<file path="config.mk">
export PLATFORM = sky130hd
export DESIGN_NAME = cpu_out_rx
export DESIGN_NICKNAME = d
export VERILOG_FILES = /design/src/rtl/cpu_out_rx_pkg.sv /design/src/rtl/cpu_out_rx_fifo.sv /design/src/rtl/cpu_out_rx.sv
export SDC_FILE = /design/constraint.sdc
export NUM_CORES = 1
export LEC_CHECK = 0
export ABC_AREA = 1
export CAP_MARGIN = 15
export CORE_MARGIN = 1
export CORE_UTILIZATION = 65
export DETAILED_ROUTE_END_ITERATION = 8
export GPL_ROUTABILITY_DRIVEN = 0
export HOLD_SLACK_MARGIN = 0.02
export PLACE_DENSITY = 0.84
export SETUP_SLACK_MARGIN = 0.5
export SLEW_MARGIN = 20
export SYNTH_ARGS = -nofsm -noshare
export SYNTH_HDL_FRONTEND = slang
export SYNTH_HIERARCHICAL = 1
export SYNTH_SLANG_ARGS = --single-unit
</file>
<file path="constraint.sdc">
create_clock -name clk -period 3.7 [get_ports clk]
set_input_delay 0.555 -clock clk [delete_from_list [all_inputs] [get_ports clk]]
set_output_delay 0.555 -clock clk [all_outputs]
set_load 0.01 [all_outputs]
</file>
<file path="src/rtl/cpu_out_rx_pkg.sv">
// -----------------------------------------------------------------------------
// cpu_out_rx_pkg
//   Shared definitions for the cpu_out serial receiver: the deframer FSM state
//   type and the number of data bits carried by one frame.
// -----------------------------------------------------------------------------
package cpu_out_rx_pkg;

    typedef enum logic [2:0] {
        RX_IDLE      = 3'd0,
        RX_START     = 3'd1,
        RX_DATA      = 3'd2,
        RX_STOP      = 3'd3,
        RX_WAIT_IDLE = 3'd4
    } rx_state_e;

    localparam int unsigned RX_FRAME_BITS = 8;

endpackage

</file>
<file path="src/rtl/cpu_out_rx_fifo.sv">
// -----------------------------------------------------------------------------
// rx_fifo
//   First-word fall-through FIFO holding received bytes.
//   Ports:
//     clk        rising-edge clock
//     reset      asynchronous reset, active low; empties the FIFO
//     push       write request; ignored when full unless a pop happens too
//     push_data  data written on push
//     pop        read request; ignored when empty
//     pop_data   entry at the head (don't-care while empty)
//     empty      no entries stored
//     full       DEPTH entries stored
//     count      number of stored entries, 0..DEPTH
// -----------------------------------------------------------------------------
module rx_fifo #(
    parameter int unsigned WIDTH = 8,
    parameter int unsigned DEPTH = 8,
    parameter int unsigned CW    = 4
) (
    input  logic             clk,
    input  logic             reset,
    input  logic             push,
    input  logic [WIDTH-1:0] push_data,
    input  logic             pop,
    output logic [WIDTH-1:0] pop_data,
    output logic             empty,
    output logic             full,
    output logic [CW-1:0]    count
);

    localparam int unsigned PW = CW - 1;

    logic [WIDTH-1:0] mem_q [DEPTH];
    logic [PW-1:0]    wr_ptr_q;
    logic [PW-1:0]    rd_ptr_q;
    logic [CW-1:0]    count_q;
    logic             do_push;
    logic             do_pop;

    assign empty    = (count_q == '0);
    assign full     = (count_q == CW'(DEPTH));
    assign count    = count_q;
    assign pop_data = mem_q[rd_ptr_q];

    // A push into a full FIFO still succeeds when the head leaves in the same cycle.
    assign do_pop  = pop && !empty;
    assign do_push = push && (!full || do_pop);

    always_ff @(posedge clk or negedge reset) begin
        if (!reset) begin
            wr_ptr_q <= '0;
            rd_ptr_q <= '0;
            count_q  <= '0;
            for (int unsigned i = 0; i < DEPTH; i++) begin
                mem_q[i] <= '0;
            end
        end else begin
            if (do_push) begin
                mem_q[wr_ptr_q] <= push_data;
                wr_ptr_q        <= wr_ptr_q + PW'(1);
            end
            if (do_pop) begin
                rd_ptr_q <= rd_ptr_q + PW'(1);
            end
            case ({do_push, do_pop})
                2'b10:   count_q <= count_q + CW'(1);
                2'b01:   count_q <= count_q - CW'(1);
                default: count_q <= count_q;
            endcase
        end
    end

endmodule

</file>
<file path="src/rtl/cpu_out_rx.sv">
// -----------------------------------------------------------------------------
// cpu_out_rx
//   Receiver for the CPU's serial cpu_out line. Deframes 1 start bit (low),
//   8 data bits LSB first and 1 stop bit (high) into bytes, sampling mid-bit,
//   and queues them in a FIFO behind a valid/ready byte port.
//   Ports:
//     clk        rising-edge clock, shared with the CPU
//     reset      asynchronous reset, active low
//     rx         serial line driven by cpu_out (idle high)
//     out_data   byte at the FIFO head
//     out_valid  FIFO not empty
//     out_ready  consumer takes out_data when out_valid && out_ready
//     count      bytes currently queued
//     frame_err  one-cycle pulse when a stop bit was sampled low
//     overrun    one-cycle pulse when a complete byte was dropped (FIFO full)
// -----------------------------------------------------------------------------
module cpu_out_rx
    import cpu_out_rx_pkg::*;
#(
    parameter int unsigned CLKS_PER_BIT = 4,
    parameter int unsigned DEPTH        = 8,
    parameter int unsigned CW           = 4
) (
    input  logic          clk,
    input  logic          reset,
    input  logic          rx,
    output logic [7:0]    out_data,
    output logic          out_valid,
    input  logic          out_ready,
    output logic [CW-1:0] count,
    output logic          frame_err,
    output logic          overrun
);

    localparam int unsigned TW = $clog2(CLKS_PER_BIT);
    localparam int unsigned BW = $clog2(RX_FRAME_BITS);

    localparam logic [TW-1:0] TICK_HALF = TW'(CLKS_PER_BIT / 2 - 1);
    localparam logic [TW-1:0] TICK_FULL = TW'(CLKS_PER_BIT - 1);
    localparam logic [BW-1:0] BIT_LAST  = BW'(RX_FRAME_BITS - 1);

    rx_state_e                  state_q, state_d;
    logic [TW-1:0]              tick_q, tick_d;
    logic [BW-1:0]              bit_q, bit_d;
    logic [RX_FRAME_BITS-1:0]   shreg_q, shreg_d;
    logic                       rx_q;
    logic                       frame_err_q, frame_err_d;
    logic                       overrun_q, overrun_d;
    logic                       tick_zero;
    logic                       push_req;

    logic                       fifo_empty;
    logic                       fifo_full;
    logic                       fifo_pop;

    assign tick_zero = (tick_q == '0);

    // State register plus datapath registers
    always_ff @(posedge clk or negedge reset) begin
        if (!reset) begin
            state_q     <= RX_IDLE;
            tick_q      <= '0;
            bit_q       <= '0;
            shreg_q     <= '0;
            rx_q        <= 1'b1;
            frame_err_q <= 1'b0;
            overrun_q   <= 1'b0;
        end else begin
            state_q     <= state_d;
            tick_q      <= tick_d;
            bit_q       <= bit_d;
            shreg_q     <= shreg_d;
            rx_q        <= rx;
            frame_err_q <= frame_err_d;
            overrun_q   <= overrun_d;
        end
    end

    // Next-state logic
    always_comb begin
        state_d = state_q;
        tick_d  = tick_q;
        bit_d   = bit_q;
        shreg_d = shreg_q;
        case (state_q)
            RX_IDLE: begin
                // Half a bit to the middle of the start bit
                if (!rx_q) begin
                    state_d = RX_START;
                    tick_d  = TICK_HALF;
                end
            end
            RX_START: begin
                if (tick_zero) begin
                    if (rx_q) begin
                        state_d = RX_IDLE;
                    end else begin
                        state_d = RX_DATA;
                        tick_d  = TICK_FULL;
                        bit_d   = '0;
                    end
                end else begin
                    tick_d = tick_q - TW'(1);
                end
            end
            RX_DATA: begin
                if (tick_zero) begin
                    shreg_d = {rx_q, shreg_q[RX_FRAME_BITS-1:1]};
                    tick_d  = TICK_FULL;
                    if (bit_q == BIT_LAST) begin
                        state_d = RX_STOP;
                    end else begin
                        bit_d = bit_q + BW'(1);
                    end
                end else begin
                    tick_d = tick_q - TW'(1);
                end
            end
            RX_STOP: begin
                if (tick_zero) begin
                    state_d = rx_q ? RX_IDLE : RX_WAIT_IDLE;
                end else begin
                    tick_d = tick_q - TW'(1);
                end
            end
            RX_WAIT_IDLE: begin
                if (rx_q) begin
                    state_d = RX_IDLE;
                end
            end
            default: begin
                state_d = RX_IDLE;
            end
        endcase
    end

    // Output logic
    always_comb begin
        push_req    = 1'b0;
        frame_err_d = 1'b0;
        overrun_d   = 1'b0;
        if (state_q == RX_STOP && tick_zero) begin
            push_req    = rx_q;
            frame_err_d = !rx_q;
        end
        // Dropped only when full and the head is not leaving this cycle
        overrun_d = push_req && fifo_full && !fifo_pop;
    end

    assign fifo_pop  = out_ready && !fifo_empty;
    assign out_valid = !fifo_empty;
    assign frame_err = frame_err_q;
    assign overrun   = overrun_q;

    rx_fifo #(
        .WIDTH (RX_FRAME_BITS),
        .DEPTH (DEPTH),
        .CW    (CW)
    ) u_fifo (
        .clk       (clk),
        .reset     (reset),
        .push      (push_req),
        .push_data (shreg_q),
        .pop       (fifo_pop),
        .pop_data  (out_data),
        .empty     (fifo_empty),
        .full      (fifo_full),
        .count     (count)
    );

endmodule

</file>
After elaboration in Yosys (flattened, before gate mapping) --
Cells that the tools add are included.
Word-level totals: input port bits 4, bits in registers 93
Operators by class: bitwise logic cells 2, $lt $le $gt $ge 3, equality and inequality tests 18, add/sub/neg operators 6, reductions and logical operators 22, muxes and demuxes 29
Operator list (number):
- bitwise mux 64 bit | 1
- 2-to-1 mux 3 bit | 11
- binary-select mux 8 bit (select 3 bit) | 1
- demux 8 bit (select 3 bit) | 1
- 2-to-1 mux 8 bit | 3
- inequality test 2 bit, second input constant | 9
- one-hot mux 3 bit (5 select lines) | 1
- 2-to-1 mux 2 bit | 6
- adder 3 x 1 -> 3 bit, second input constant | 3
- greater-or-equal comparator 4 bit, second input constant | 2
- NOT 3 -> 4 bit | 2
- one-hot mux 2 bit (4 select lines) | 1
- one-hot mux 4 bit (2 select lines) | 1
- logical AND 1 bit | 7
- == test 3 x 2 -> 1 bit, second input constant | 2
- == test 3 bit, second input constant | 2
- one-hot mux 3 bit (2 select lines) | 1
- AND reduction 6 bit | 1
- AND reduction 5 bit | 1
- adder 4 x 1 -> 4 bit, second input constant | 1
- == test 4 bit, second input constant | 1
- zero test 1 bit | 4
- zero test 4 bit | 1
- less-than comparator 4 x 1 -> 1 bit, second input constant | 1
- 14 further kinds | 16

Logic depth before layout (Yosys ltp) --
Gate-level depths: netlist of the first run.
depth after elaboration 8, mapped depth 17

Modules after synthesis --
The synthesis of the first run kept the hierarchy.
Modules (own cells, without submodules):
- rx_fifo | sequential area each 1851.8 sq um, area each 4013.8 sq um, cells an instance 520, times used 1
- cpu_out_rx | sequential area each 476.7 sq um, area each 1069.8 sq um, cells an instance 133, times used 1

Least setup slack after synthesis of the first run --
No wires, ideal clock.
path kind reg2reg, from register tick_q[0], to register u_fifo.count_q[3], in the netlist u_fifo/count[3], path buffers 1, required time 3584 ps, data arrival time 2271 ps, clock period less this slack 2387 ps, stages on the path, launching flop included 16, library setup time 116 ps, slack 1313 ps, cells stage by stage dfrtp_1 -> inv_1 -> ha_1 -> nand2_1 -> inv_1 -> nand2_1 -> inv_2 -> buf_2 -> nand2_1 -> ha_1 -> ha_1 -> or2_2 -> nand3_1 -> nand2_1 -> nand2_1 -> nand2_1
On the way: longest elaborated chain between the ends 6, elaborated cells on any way between the ends 8
Ends and longest elaborated chain:
- start: declaration | RTL line cpu_out_rx.sv:43 | logic [TW-1:0] tick_q, tick_d;
- start signal: assignment | RTL line cpu_out_rx.sv:70 | tick_q <= tick_d;
- zero test 2 bit * | RTL line cpu_out_rx.sv:56 | assign tick_zero = (tick_q == '0);
- logical AND 1 bit * | RTL line cpu_out_rx.sv:142 | if (state_q == RX_STOP && tick_zero) begin
- 2-to-1 mux 1 bit * | RTL line cpu_out_rx.sv:142
- via push_req | RTL line cpu_out_rx.sv:50 | logic push_req;
- logical AND 1 bit * | RTL line cpu_out_rx_fifo.sv:47 | assign do_push = push && (!full || do_pop);
- == test 2 x 1 -> 1 bit / == test 2 bit (equally long branches) | RTL line cpu_out_rx_fifo.sv:65 | case ({do_push, do_pop})
- one-hot mux 4 bit (2 select lines) / nonzero test 2 bit (equally long branches)
- end signal: assignment | RTL line cpu_out_rx_fifo.sv:66 | 2'b10: count_q <= count_q + CW'(1);
- end signal: assignment | RTL line cpu_out_rx_fifo.sv:67 | 2'b01: count_q <= count_q - CW'(1);
- end signal: assignment | RTL line cpu_out_rx_fifo.sv:68 | default: count_q <= count_q;
- end: declaration | RTL line cpu_out_rx_fifo.sv:36 | logic [CW-1:0] count_q;
Mark *: on every way through the listed nets, which the timed path passes. The rest lies on a longest branch. A chain may end at the register's enable or synchronous reset.

Worst setup path in the final report of the first run --
from register u_fifo.rd_ptr_q[0], to output out_data[0]
On the way: longest elaborated chain between the ends 4
Ends and longest elaborated chain:
- start: declaration | RTL line cpu_out_rx_fifo.sv:35 | logic [PW-1:0] rd_ptr_q;
- start signal: assignment | RTL line cpu_out_rx_fifo.sv:63 | rd_ptr_q <= rd_ptr_q + PW'(1);
- NOT 3 -> 4 bit (implied by the code) | RTL line cpu_out_rx_fifo.sv:43 | assign pop_data = mem_q[rd_ptr_q];
- binary-select mux 8 bit (select 3 bit) | RTL line cpu_out_rx_fifo.sv:43
- 2-to-1 mux 8 bit (implied by the code) (2 in a row) | RTL line cpu_out_rx_fifo.sv:43
- end: declaration | RTL line cpu_out_rx.sv:27 | output logic [7:0] out_data,
Every way passes these cells. The select of a mux whose other input is x is not followed.

==> reports/metrics.yaml, run 1 <==
finish:
  syn2layout_area_growth_pct: 5.91
  fin_nets: 666
  layout_commonest_cell: "nand2_1"
  diodes: 0
  drive_above_1_share_pct: 9.62
  final_util_pct: 72.7
  finalInstanceArea_mm2: 0.00538
  layout_common_cells: "nand2_1 (250), dfrtp_1 (92), nand4_1 (67)"
floorplan:
  initial_core_util_pct: 68.6
  core-area_mm2: 0.00741
  io_pins: 19
  row_count: 31
  die_w_um: 90.4
  die_h_um: 90.4
  fp.dieArea_mm2: 0.00818
yosys:
  synth_area_leaders: "dfrtp_1 (45%), nand2_1 (18%), nand4_1 (8.2%), nor2_1 (4.1%), o21ai_1 (3.8%)"
  synth.largest_area_cell: "dfrtp_1"
  syn_area_mm2: 0.00508
  avgSynthCellArea_um2: 7.79
  ys_ff_latch: 93
  synth-main-ff-cell: "dfrtp_1"
  synthCells: 653
  synth.distinct_cells: 34
  synth_edf_count: 0
  ys_warn_count: 6
  syn-num-nets: 667
  async_flop_share_pct: 100
  synth_top_area_share_pct: 45.3
  seq_area_frac_synth_pct: 45.8
sta:
  fin_crit_sh_pct: 76.1
  tightest_slew_ps: 787
  slew_violations: 0
  final.setup.tns_ps: 0
  rsz0062_at_grt: "no"
  setup_viol: 0
  period_needed_ps: 2810
  max_freq_mhz: 355
  max_slew_margin_pct: 47.5
  finalClockSkew_ps: 8.90
  final_hold_viol_count: 0
worst_setup_path:
  crit_type: "flop to primary output"
  cp_slowest_stage_delay_ps: 530
  worst_setup_path_end_kind: "primary output"
  r2r-start: "tick_q[0]"
  cp_cell_sequence: "inv_2 > nand2_1 > nand2_1 > nand2_1 > o21ai_1 > nand2_1 > nand2_1 > clkdlybuf4s50_1"
  crit_top_cell: "nand2_1"
  crit_buf_inv: 2
  critPathLaunch: "u_fifo/rd_ptr_q[0]"
  cpMaxStageDelayCell: "clkdlybuf4s50_1"
  cp_top_family: "buffers and inverters"
  critPathArrivalTime_ps: 2260
  crit_required_ps: 3140
  startpoint_type: "flop"
  crit_fanout: 33
route:
  dr.first_iter.drc_count: 425
  drc: 0
  route.vias.total: 4456
  wl_per_cell_um: 15.9
  detail-route-antenna-nets: 0
  wirelength_um: 12000
  drtPass1Iterations: 5
  vias_per_cell: 5.91
power:
  p_seq_share_pct: 39.6
  power_density_mw_per_mm2: 727
  p_total_mw: 3.91
  combPwrFrac_pct: 43.8
  irDropWorstVdd_mv: 0.406
  internal-power_mw: 2.16
  leakage_nw: 2.85
  clock_power_share_pct: 16.6
  p_sw_share_pct: 44.8
  p_switching_mw: 1.75
clock_tree:
  holdBufCountCts: 0
  htreeDepth: 3
  cts_tree: "built"
  cts_setup_buffers: 0
  cts.sinks: 93
  clk_latency_ps: 350
  cts_resized: 0
  cts_buffer_depth: 2
  clk_pin_slew_ps: 90
  cts_root_buf: "clkbuf_8"
  cts_buffers: 9
placed_design:
  place_area_mm2: 0.00520
  hpwl_um: 7730
  port_buffers: 18
outcome:
  status: "complete, no violations"
grt:
  gr-max-usage-layer: "met2"
  grt_pass1_vias: 4189
  grt_start_max_net_pins: 74
  grt_pass1_wl_um: 20200
  grt_remaining_overflow: 0
  grtUsageMet1_pct: 44.0
  track_usage_pct: 31.0
  use_met2_pct: 48.4
  grt_antenna_before_repair: 0
  grtUsageMet3_pct: 3.79
run:
  max-cap-violations: 0
hold_path:
  min_path_type: "input port to async pin"
## state kept, by name (all words and copies together) (netlist names)
register,count
u_fifo/mem_q,64
u_fifo/wr_ptr_q,3
shreg_q,8
state_q,3
overrun,1
tick_q,2
u_fifo/count,4
u_fifo/rd_ptr_q,3
bit_q,3
frame_err,1
rx_q,1
## cell type report
class / count / area, um2
clock buffer: 12 / 145
multi-input combinational: 486 / 2380
sequential: 93 / 2330
timing repair buffer: 24 / 223
clock inverter: 2 / 35.0
tap: 99 / 124
fill: 565 / 2020
inverter: 38 / 145
## synthesized netlist by cell type (4+ instances only)
master     n
nand4_1   67
nand2_2    7
buf_6      7
o21ai_1   39
ha_1       9
nand3_1   19
buf_2     22
nand2_1  250
nor2_1    56
dfrtp_1   92
nor2_4    10
o21ai_0    4
inv_1     26
inv_2     11
## metal layers
metal  vias up  share of wire, %
met2       218                47
li1       2133                 -
met1      2075                43
met5         -                 0
met3        30               8.2
met4         0               2.2
## per-stage QoR
step	setup slack, ps	hold WS, ps	instances
2_1_floorplan	1310	259	653
3_3_place_gp	1000	454	740
3_5_place_dp	899	459	740
4_1_cts	882	301	754
5_1_grt	685	343	754
6_report	885	273	754
## final timing paths
kind / to / slack, ps / cells after the start
max reg2reg: u_fifo/mem_q[28] / 1180 / 10
min in group clk: u_fifo/mem_q[62] / 480 / 2
min reg2reg: u_fifo/mem_q[62] / 480 / 2
max: out_data[0] / 890 / 8
max in group asynchronous: u_fifo/rd_ptr_q[0] / 2690 / 2
min: u_fifo/count[1] / 270 / 1
## logic make-up (layout without fill, tap and decap cells)
kind of cell               count (synthesis)  after routing  share of synthesized area [%]
xor gates and xnor gates                   5              5                          0.862
DFF                                       93             93                           45.8
buffers and inverters                     74             76                           7.31
AOI/OAI and AO/OA                         50             50                           5.37
adders and majority gates                 10             10                           2.61
and+or+nand+nor                          421            421                           38.1
## power by group through the flow
| stage | Clock [mW] | Combinational, mW | Sequential, mW |
|---|---|---|---|
| 2_1_floorplan | 0 | 1.37 | 1.36 |
| 3_3_place_gp | 0 | 1.63 | 1.55 |
| 3_5_place_dp | 0 | 1.69 | 1.56 |
| 4_1_cts | 0.656 | 1.70 | 1.54 |
| 5_1_grt | 0.690 | 1.91 | 1.58 |
| 6_report | 0.649 | 1.71 | 1.55 |
(Power assumes the default switching activity.)
==> run 2, diff against run 1 <==
--- a/config.mk
+++ b/config.mk
@@ -8,11 +8,11 @@
 export ABC_AREA = 1
 export CAP_MARGIN = 15
 export CORE_MARGIN = 1
-export CORE_UTILIZATION = 65
+export CORE_UTILIZATION = 55
 export DETAILED_ROUTE_END_ITERATION = 8
 export GPL_ROUTABILITY_DRIVEN = 0
 export HOLD_SLACK_MARGIN = 0.02
-export PLACE_DENSITY = 0.84
+export PLACE_DENSITY = 0.76
 export SETUP_SLACK_MARGIN = 0.5
 export SLEW_MARGIN = 20
 export SYNTH_ARGS = -nofsm -noshare
==> constraint.sdc (replaced) <==
create_clock -name clk -period 2.5 [get_ports clk]
set_input_delay 0.375 -clock clk [delete_from_list [all_inputs] [get_ports clk]]
set_output_delay 0.375 -clock clk [all_outputs]
set_load 0.01 [all_outputs]
==> reports/metrics.yaml, run 2 (same netlist as run 1, synthesis figures left out) <==
finish:
  final_util_pct: 68.0
  top_register: "u_fifo/mem_q"
  fin_nets: 700
  layout_commonest_cell: "nand2_1"
  final-instance-count-excl-fill: 797
  drive_above_1_share_pct: 21.0
  syn2layout_area_growth_pct: 18.3
  finalInstanceArea_mm2: 0.00601
  largest_reg_flops: 64
  layout_common_cells: "nand2_1 (241), dfrtp_1 (87), nand4_1 (67)"
  diodes: 0
clock_tree:
  cts_buffers: 9
  clk_latency_ps: 360
  htreeDepth: 3
  cts.sinks: 93
  cts_buffer_depth: 2
  cts_root_buf: "clkbuf_8"
  cts_tree: "built"
  clk_pin_slew_ps: 90
route:
  wirelength_um: 13200
  detail-route-antenna-nets: 0
  vias_per_cell: 5.81
  route.vias.total: 4634
  dr.first_iter.drc_count: 426
  drtPass1Iterations: 9
  wl_per_cell_um: 16.6
  drc: 1
worst_setup_path:
  worst_setup_path_end_kind: "primary output"
  critPathArrivalTime_ps: 1730
  cp_slowest_stage_delay_ps: 490
  crit_top_cell: "nand2_1"
  crit_buf_inv: 3
  startpoint_type: "flop"
  cpMaxStageDelayCell: "dfrtp_2"
  crit_fanout: 6
  crit_required_ps: 2120
  crit_type: "flop to primary output"
  cp_top_family: "flip-flops"
  cp_cell_sequence: "buf_12 > buf_16 > nor2_4 > nor2_1 > o21ai_1 > nand2_1 > nand2_1 > nand2_1 > buf_2"
floorplan:
  io_pins: 19
  die_w_um: 98.1
  core-area_mm2: 0.00885
  initial_core_util_pct: 57.5
  die_h_um: 98.1
  row_count: 34
  fp.dieArea_mm2: 0.00963
placed_design:
  hpwl_um: 7750
  place_area_mm2: 0.00543
  port_buffers: 18
  placed_cells: 761
grt:
  grt_remaining_overflow: 0
  grt_pass1_wl_um: 21600
  grt_antenna_before_repair: 0
  track_usage_pct: 28.5
  grt_pass1_vias: 4346
  grt_start_max_net_pins: 74
power:
  p_total_mw: 6.70
  leakage_nw: 3.12
  power_density_mw_per_mm2: 1110
  irDropWorstVdd_mv: 0.689
sta:
  fin_crit_sh_pct: 84.3
  tightest_slew_ps: 591
  rsz0062_at_grt: "yes"
  final.setup.tns_ps: 0
  max_freq_mhz: 475
  setup_viol: 0
  period_needed_ps: 2110
  final_hold_viol_count: 0
  slew_violations: 0
  max_slew_margin_pct: 60.6
  finalClockSkew_ps: 12.6
outcome:
  status: "finished, violations left"
  violations: "design-rule violations"
hold_path:
  min_path_type: "input port to flop"
run:
  max-cap-violations: 0
-- run 2: worst paths after layout --
path                                    end          startpoint  slack [ps]  depth (start not counted)
min in group asynchronous  u_fifo/mem_q[16]               reset         490                          2
min                                    rx_q                  rx         420                          1
max                             out_data[3]  u_fifo/rd_ptr_q[0]         390                          9
max in group asynchronous        state_q[0]               reset        1300                          3
min reg2reg                u_fifo/mem_q[44]    u_fifo/mem_q[44]         480                          2
max reg2reg                 u_fifo/count[3]           tick_q[0]         540                         15
-- run 2: per-layer routing --
layer,GRT usage [%],share of wire (%),vias up,routed length [um]
met2,46.6,48,189,6330
met1,38.4,43,2213,5640
met4,9.99,2.4,0,315
met3,5.08,7.3,36,970
met5,0,0,-,0
li1,-,-,2196,-
-- run 2: metrics by stage --
stage | worst slack, ps | hold WS, ps
floorplan | 496 | 79.4
global placement | 281 | 351
detailed placement | 220 | 358
CTS | 428 | 412
global route | 300 | 407
finish | 393 | 418
-- run 2: timing repair --
item                                    in CTS  in global routing
setup buffers                                8                  8
gates cloned                                 4                  1
endpoints found under the setup margin      12                 14
pin swaps                                   17                  8
endpoints found under the hold margin       32                  0
resized for setup                           61                 10
hold buffers                                 1                  0
-- run 2: power breakdown --
group / internal, mW / switching, mW
Clock: 0.549 / 0.521
Sequential: 1.80 / 0.520
Combinational: 1.42 / 1.90
Total: 3.76 / 2.94
-- run 2: area by class of cell --
type                       instances  area [um2]
clock buffer                       9         124
clock inverter                     5        77.6
fill                             715        2830
inverter                          38         148
multi-input combinational        486        2530
sequential                        93        2330
tap                              108         135
timing repair buffer              58         664
